==> src/rtl/mod12_updown_counter_if.sv <==
// Bundles the counter's control inputs and status outputs.
//   master : drives load/enable/up_down/data_in, observes the count and pulses
//   slave  : the counter itself
interface mod12_updown_counter_if #(
   parameter int WIDTH  = 4,
   parameter int WRAP_W = 8
);
   logic              load;
   logic              enable;
   logic              up_down;
   logic [WIDTH-1:0]  data_in;
   logic [WIDTH-1:0]  data_out;
   logic              carry;
   logic              borrow;
   logic              load_err;
   logic [WRAP_W-1:0] wrap_count;
   logic              tc;

   modport master (
      output load, enable, up_down, data_in,
      input  data_out, carry, borrow, load_err, wrap_count, tc
   );

   modport slave (
      input  load, enable, up_down, data_in,
      output data_out, carry, borrow, load_err, wrap_count, tc
   );
endinterface

==> src/rtl/mod12_updown_counter.sv <==
// Modulo-MODULUS up/down counter.
// It has a synchronous load, a count enable, registered carry/borrow/load_err
// pulses, a saturating tally of wraps, and a combinational terminal count.
// Ports:
//   clock : rising-edge clock
//   reset : asynchronous, active-high reset
//   bus   : slave side of mod12_updown_counter_if
//           (load, enable, up_down, data_in in;
//            data_out, carry, borrow, load_err, wrap_count, tc out)
//
// state    | meaning
// ---------+---------------------------------------------------------------
// DIR_UP   | up_down=1: an enabled edge increments, MODULUS-1 -> 0 pulses carry
// DIR_DOWN | up_down=0: an enabled edge decrements, 0 -> MODULUS-1 pulses borrow
// The direction is decoded from up_down in every cycle and is never stored,
// so a change of direction applies on the very next enabled edge.
module mod12_updown_counter #(
   parameter int MODULUS = 12,
   parameter int WIDTH   = 4,
   parameter int WRAP_W  = 8
) (
   input  logic                          clock,
   input  logic                          reset,
   mod12_updown_counter_if.slave         bus
);

   typedef enum logic {DIR_DOWN = 1'b0, DIR_UP = 1'b1} dir_e;

   localparam logic [WIDTH-1:0] MAX_VAL = WIDTH'(MODULUS - 1);
   // One extra bit so that MODULUS = 2^WIDTH still compares correctly.
   localparam logic [WIDTH:0]   MOD_EXT = (WIDTH + 1)'(MODULUS);

   dir_e              dir;
   logic [WIDTH-1:0]  cnt_q, cnt_d;
   logic              carry_q, carry_d;
   logic              borrow_q, borrow_d;
   logic              lerr_q, lerr_d;
   logic [WRAP_W-1:0] wrap_q, wrap_d;

   always_ff @(posedge clock or posedge reset) begin
      if (reset) begin
         cnt_q    <= '0;
         carry_q  <= 1'b0;
         borrow_q <= 1'b0;
         lerr_q   <= 1'b0;
         wrap_q   <= '0;
      end else begin
         cnt_q    <= cnt_d;
         carry_q  <= carry_d;
         borrow_q <= borrow_d;
         lerr_q   <= lerr_d;
         wrap_q   <= wrap_d;
      end
   end

   always_comb begin
      dir      = bus.up_down ? DIR_UP : DIR_DOWN;
      cnt_d    = cnt_q;
      carry_d  = 1'b0;
      borrow_d = 1'b0;
      lerr_d   = 1'b0;
      if (bus.load) begin
         if ({1'b0, bus.data_in} < MOD_EXT) begin
            cnt_d = bus.data_in;
         end else begin
            cnt_d  = '0;
            lerr_d = 1'b1;
         end
      end else if (bus.enable) begin
         case (dir)
            DIR_UP: begin
               if (cnt_q == MAX_VAL) begin
                  cnt_d   = '0;
                  carry_d = 1'b1;
               end else begin
                  cnt_d = cnt_q + 1'b1;
               end
            end
            default: begin
               if (cnt_q == '0) begin
                  cnt_d    = MAX_VAL;
                  borrow_d = 1'b1;
               end else begin
                  cnt_d = cnt_q - 1'b1;
               end
            end
         endcase
      end
      // The tally saturates at all-ones and never rolls over.
      wrap_d = wrap_q;
      if ((carry_d || borrow_d) && (wrap_q != '1)) begin
         wrap_d = wrap_q + 1'b1;
      end
   end

   always_comb begin
      bus.data_out   = cnt_q;
      bus.carry      = carry_q;
      bus.borrow     = borrow_q;
      bus.load_err   = lerr_q;
      bus.wrap_count = wrap_q;
      bus.tc         = (bus.up_down && (cnt_q == MAX_VAL)) ||
                       (!bus.up_down && (cnt_q == '0));
   end

endmodule

==> src/flat_wrapper.sv <==
// flat-port wrapper written by rule: the top's interface ports become plain ports
module mod12_updown_counter_flat 
#(
   parameter int MODULUS = 12,
   parameter int WIDTH   = 4,
   parameter int WRAP_W  = 8
)
  (clock, reset, bus_load, bus_enable, bus_up_down, bus_data_in, bus_data_out, bus_carry, bus_borrow, bus_load_err, bus_wrap_count, bus_tc);
  mod12_updown_counter_if #(.WIDTH(WIDTH), .WRAP_W(WRAP_W)) bus_i ();
  input  logic clock;
  input  logic reset;
  input wire logic [$bits(bus_i.load)-1:0] bus_load;
  input wire logic [$bits(bus_i.enable)-1:0] bus_enable;
  input wire logic [$bits(bus_i.up_down)-1:0] bus_up_down;
  input wire logic [$bits(bus_i.data_in)-1:0] bus_data_in;
  output wire logic [$bits(bus_i.data_out)-1:0] bus_data_out;
  output wire logic [$bits(bus_i.carry)-1:0] bus_carry;
  output wire logic [$bits(bus_i.borrow)-1:0] bus_borrow;
  output wire logic [$bits(bus_i.load_err)-1:0] bus_load_err;
  output wire logic [$bits(bus_i.wrap_count)-1:0] bus_wrap_count;
  output wire logic [$bits(bus_i.tc)-1:0] bus_tc;
  assign bus_i.load = bus_load;
  assign bus_i.enable = bus_enable;
  assign bus_i.up_down = bus_up_down;
  assign bus_i.data_in = bus_data_in;
  assign bus_data_out = bus_i.data_out;
  assign bus_carry = bus_i.carry;
  assign bus_borrow = bus_i.borrow;
  assign bus_load_err = bus_i.load_err;
  assign bus_wrap_count = bus_i.wrap_count;
  assign bus_tc = bus_i.tc;
  mod12_updown_counter #(.MODULUS(MODULUS), .WIDTH(WIDTH), .WRAP_W(WRAP_W)) u_core (.clock(clock), .reset(reset), .bus(bus_i));
endmodule
==> config.mk <==
export PLATFORM = sky130hd
export DESIGN_NAME = mod12_updown_counter_flat
export DESIGN_NICKNAME = d
export VERILOG_FILES = /design/src/rtl/mod12_updown_counter_if.sv /design/src/rtl/mod12_updown_counter.sv /design/src/flat_wrapper.sv
export SDC_FILE = /design/constraint.sdc
export NUM_CORES = 1
export LEC_CHECK = 0
export CAP_MARGIN = 20
export CORE_UTILIZATION = 64
export CTS_CLUSTER_DIAMETER = 50
export DETAILED_ROUTE_END_ITERATION = 10
export DONT_BUFFER_PORTS = 1
export PLACE_DENSITY = 0.86
export REMOVE_ABC_BUFFERS = 1
export SLEW_MARGIN = 20
export SYNTH_ARGS = -nofsm -noshare
export SYNTH_HDL_FRONTEND = slang
export SYNTH_SLANG_ARGS = --single-unit
==> constraint.sdc <==
create_clock -name clock -period 5.8 [get_ports clock]
set_input_delay 1.16 -clock clock [delete_from_list [all_inputs] [get_ports clock]]
set_output_delay 1.16 -clock clock [all_outputs]
set_load 0.02 [all_outputs]
==> metrics.txt <==
WL met2 843 µm; Rel. slew slack 62.4%; fillers 79; IO Pins 25; Die Wd 39.0 µm; largest net degree at the start of global routing 16; DR vias/cell 6.50; clk_skew 0.00155 ns; setup TNS 0 ns; Worst Hold Class reg -> reg; status finished, final reports clean; Fin. Hold Viols 0; Top Metal Used met4; share of layout cells above drive strength 1 9.89%; latest clock arrival within the worst-skew pair 0.28 ns; Max Clk Rate 319 MHz; number of synthesized flops with an enable pin 0; worst slew pin tran 0.564 ns; clock sinks 15; sequential fraction of the synthesis area 42.7%; GRT overflow 0; area grow syn2layout 2.42%; initial antenna violation count 0; CTS tree done; pwr/cell area 299 nW/µm²; Die Ht 39.0 µm; final cell count without fillers 105; TritonCTS Buffers 3; synth unique cells 33; Worst EP arrival 1.97 ns; total setup buffers inserted after CTS 0; ant diodes 0; First-pass DRT Iterations 4; critical path endpoint category primary output; Worst Reg-to-Reg Cells 6; Final Setup Violations 0; CP Data Required Time 4.64 ns; Core Region 1190 µm²; Placement Rows 12; dominant synthesized flop cell dfrtp_1; Worst R2R Setup Slack 3.46 ns; cell count after synthesis 91; vias 683; number of global-route vias before repair 659; Peak VDD IR 227 µV; wl on met1 777 µm; synthesized area per cell 9.65 µm²; Port Buffers 0; max-slew violations 0; Detailed Route WL 1.74 mm; WHS Path Cells 1; Post-synth ARST share 100%; Max Cap Viol 0; Cells after DPL 101; Final ANT Viol Nets 0; clock root cell clkbuf_4; DRC viols 0; Nets 104; Initial Util 74.1%; minimum clock period 3.13 ns; CP startpoint kind flop; Die ar. 1520 µm²; WL/cell 16.5 µm; Setup CP Type reg -> out; YS warnings 0; GP Congestion 0.819; fin crit share 54.0%; CTS max path bufs 2; Tot GR Track Use 26.8%; RSZ-0062 raised after global routing no; Detail Placement HPWL 1.23 mm; H-tree depth 1; Post-Syn Area 878 µm²; CP Max Fanout 9; first-pass GRT wire length 2.73 mm; # hold bufs at CTS 0; leakage power 0.413 nW; drt initial violations 13; met3 wire length 107 µm; FF+latch count, synth 15; Reg clk slew, reported paths 0.09 ns; post_cts resized 0
cells in the final DEF (no fill, tap or decap), drive strengths merged:
master and count:
a21oi 2, mux2i 1, nand2b 3, mux2 1, xor2 6, ha 3, nor3 4, nor4b 1
dfrtp 15, xnor2 1, o21ai 6, inv 6, nor2 5, nand3b 2, clkbuf 3, or2b 1
nand3 7, a31o 1, nand4 1, o21bai 1, o31ai 1, nand2 6, o211ai 1, a211o 2
or3b 1, clkinv 1, o32a 2, and3 1, a31oi 1, a2111oi 2, nor4 3
through the flow:
step / instance area (µm²) / total power [mW] / worst slack, ns / utilization [%] / hold slack (ns)
global route: 900 / 0.284 / 2.61 / 75.8 / 0.656
CTS: 900 / 0.270 / 2.67 / 75.8 / 0.640
global placement: 872 / 0.208 / 2.71 / 73.5 / 0.618
detailed placement: 872 / 0.211 / 2.70 / 73.5 / 0.621
floorplan: 855 / 0.198 / 2.72 / - / 0.595
finish: 900 / 0.269 / 2.67 / 75.8 / 0.636
area by class of cell:
type | instances | area, µm² | area share, %
clock buffers | 3 | 22.5 | 2.50
flip-flops and latches | 15 | 375 | 41.7
clock inverters | 1 | 5.00 | 0.556
multi-input cells | 66 | 457 | 50.8
well taps | 14 | 17.5 | 1.95
inverters | 6 | 22.5 | 2.50
synth_stat cells (2+ instances only):
cell type  instances  share of area [%]
nand2_1            6                2.6
inv_1              6                2.6
nand2b_1           3                2.1
a2111oi_0          2                2.0
a21oi_1            2                1.1
nand3_1            7                4.0
ha_1               3                4.3
o32a_1             2                2.3
nand3b_1           2                1.7
dfrtp_1           15                 43
nor4_1             3                2.1
o21ai_0            6                3.4
clkbuf_1           2               0.86
xor2_1             6                6.0
nor3_1             4                2.3
nor2_1             5                2.1
report_power, final:
| part | internal, mW | switching [mW] | leakage [nW] |
|---|---|---|---|
| Clock | 0.0255 | 0.0332 | 0.0177 |
| Sequential | 0.118 | 0.0404 | 0.200 |
| Combinational | 0.0258 | 0.0262 | 0.196 |
critical path, stage by stage (launching register included):
cell	delay [ns]
dfrtp_1	0.54
inv_1	0.12
ha_1	0.22
or3b_4	0.41
a21oi_1	0.40
flip-flops by register name, summed over array words and instances, names as in the netlist:
register	flops
u_core.bus.wrap_count	8
u_core.bus.data_out	4
u_core.bus.borrow	1
u_core.bus.carry	1
u_core.bus.load_err	1
cell families (layout without fill, tap and decap cells):
logic type	Yosys count	in the layout	synth area share [%]
DFF	15	15	42.7
muxes	2	2	2.42
buffers and inverters	10	10	5.27
and+or+nand+nor	35	35	22.2
adders and majority gates	3	3	4.27
xor gates and xnor gates	7	7	6.98
AOI/OAI and AO/OA	19	19	16.1
metal layers:
metal / GRT usage [%] / vias up
met4: 9.48 / 0
met5: 0 / -
met1: 34.6 / 322
met2: 44.2 / 28
li1: - / 331
met3: 5.20 / 2
worst paths after layout:
kind,startpoint,end
setup / recovery,u_core.bus.data_out[0]$_DFFE_PP0P_,bus_tc
hold / removal,u_core.bus.wrap_count[6]$_DFFE_PP0P_,u_core.bus.wrap_count[6]$_DFFE_PP0P_
min in group asynchronous,reset,u_core.bus.data_out[0]$_DFFE_PP0P_
setup reg to reg,u_core.bus.data_out[0]$_DFFE_PP0P_,u_core.bus.wrap_count[1]$_DFFE_PP0P_
hold reg to reg,u_core.bus.wrap_count[6]$_DFFE_PP0P_,u_core.bus.wrap_count[6]$_DFFE_PP0P_
max in group asynchronous,reset,u_core.bus.wrap_count[4]$_DFFE_PP0P_
(Power assumes the default switching activity.)
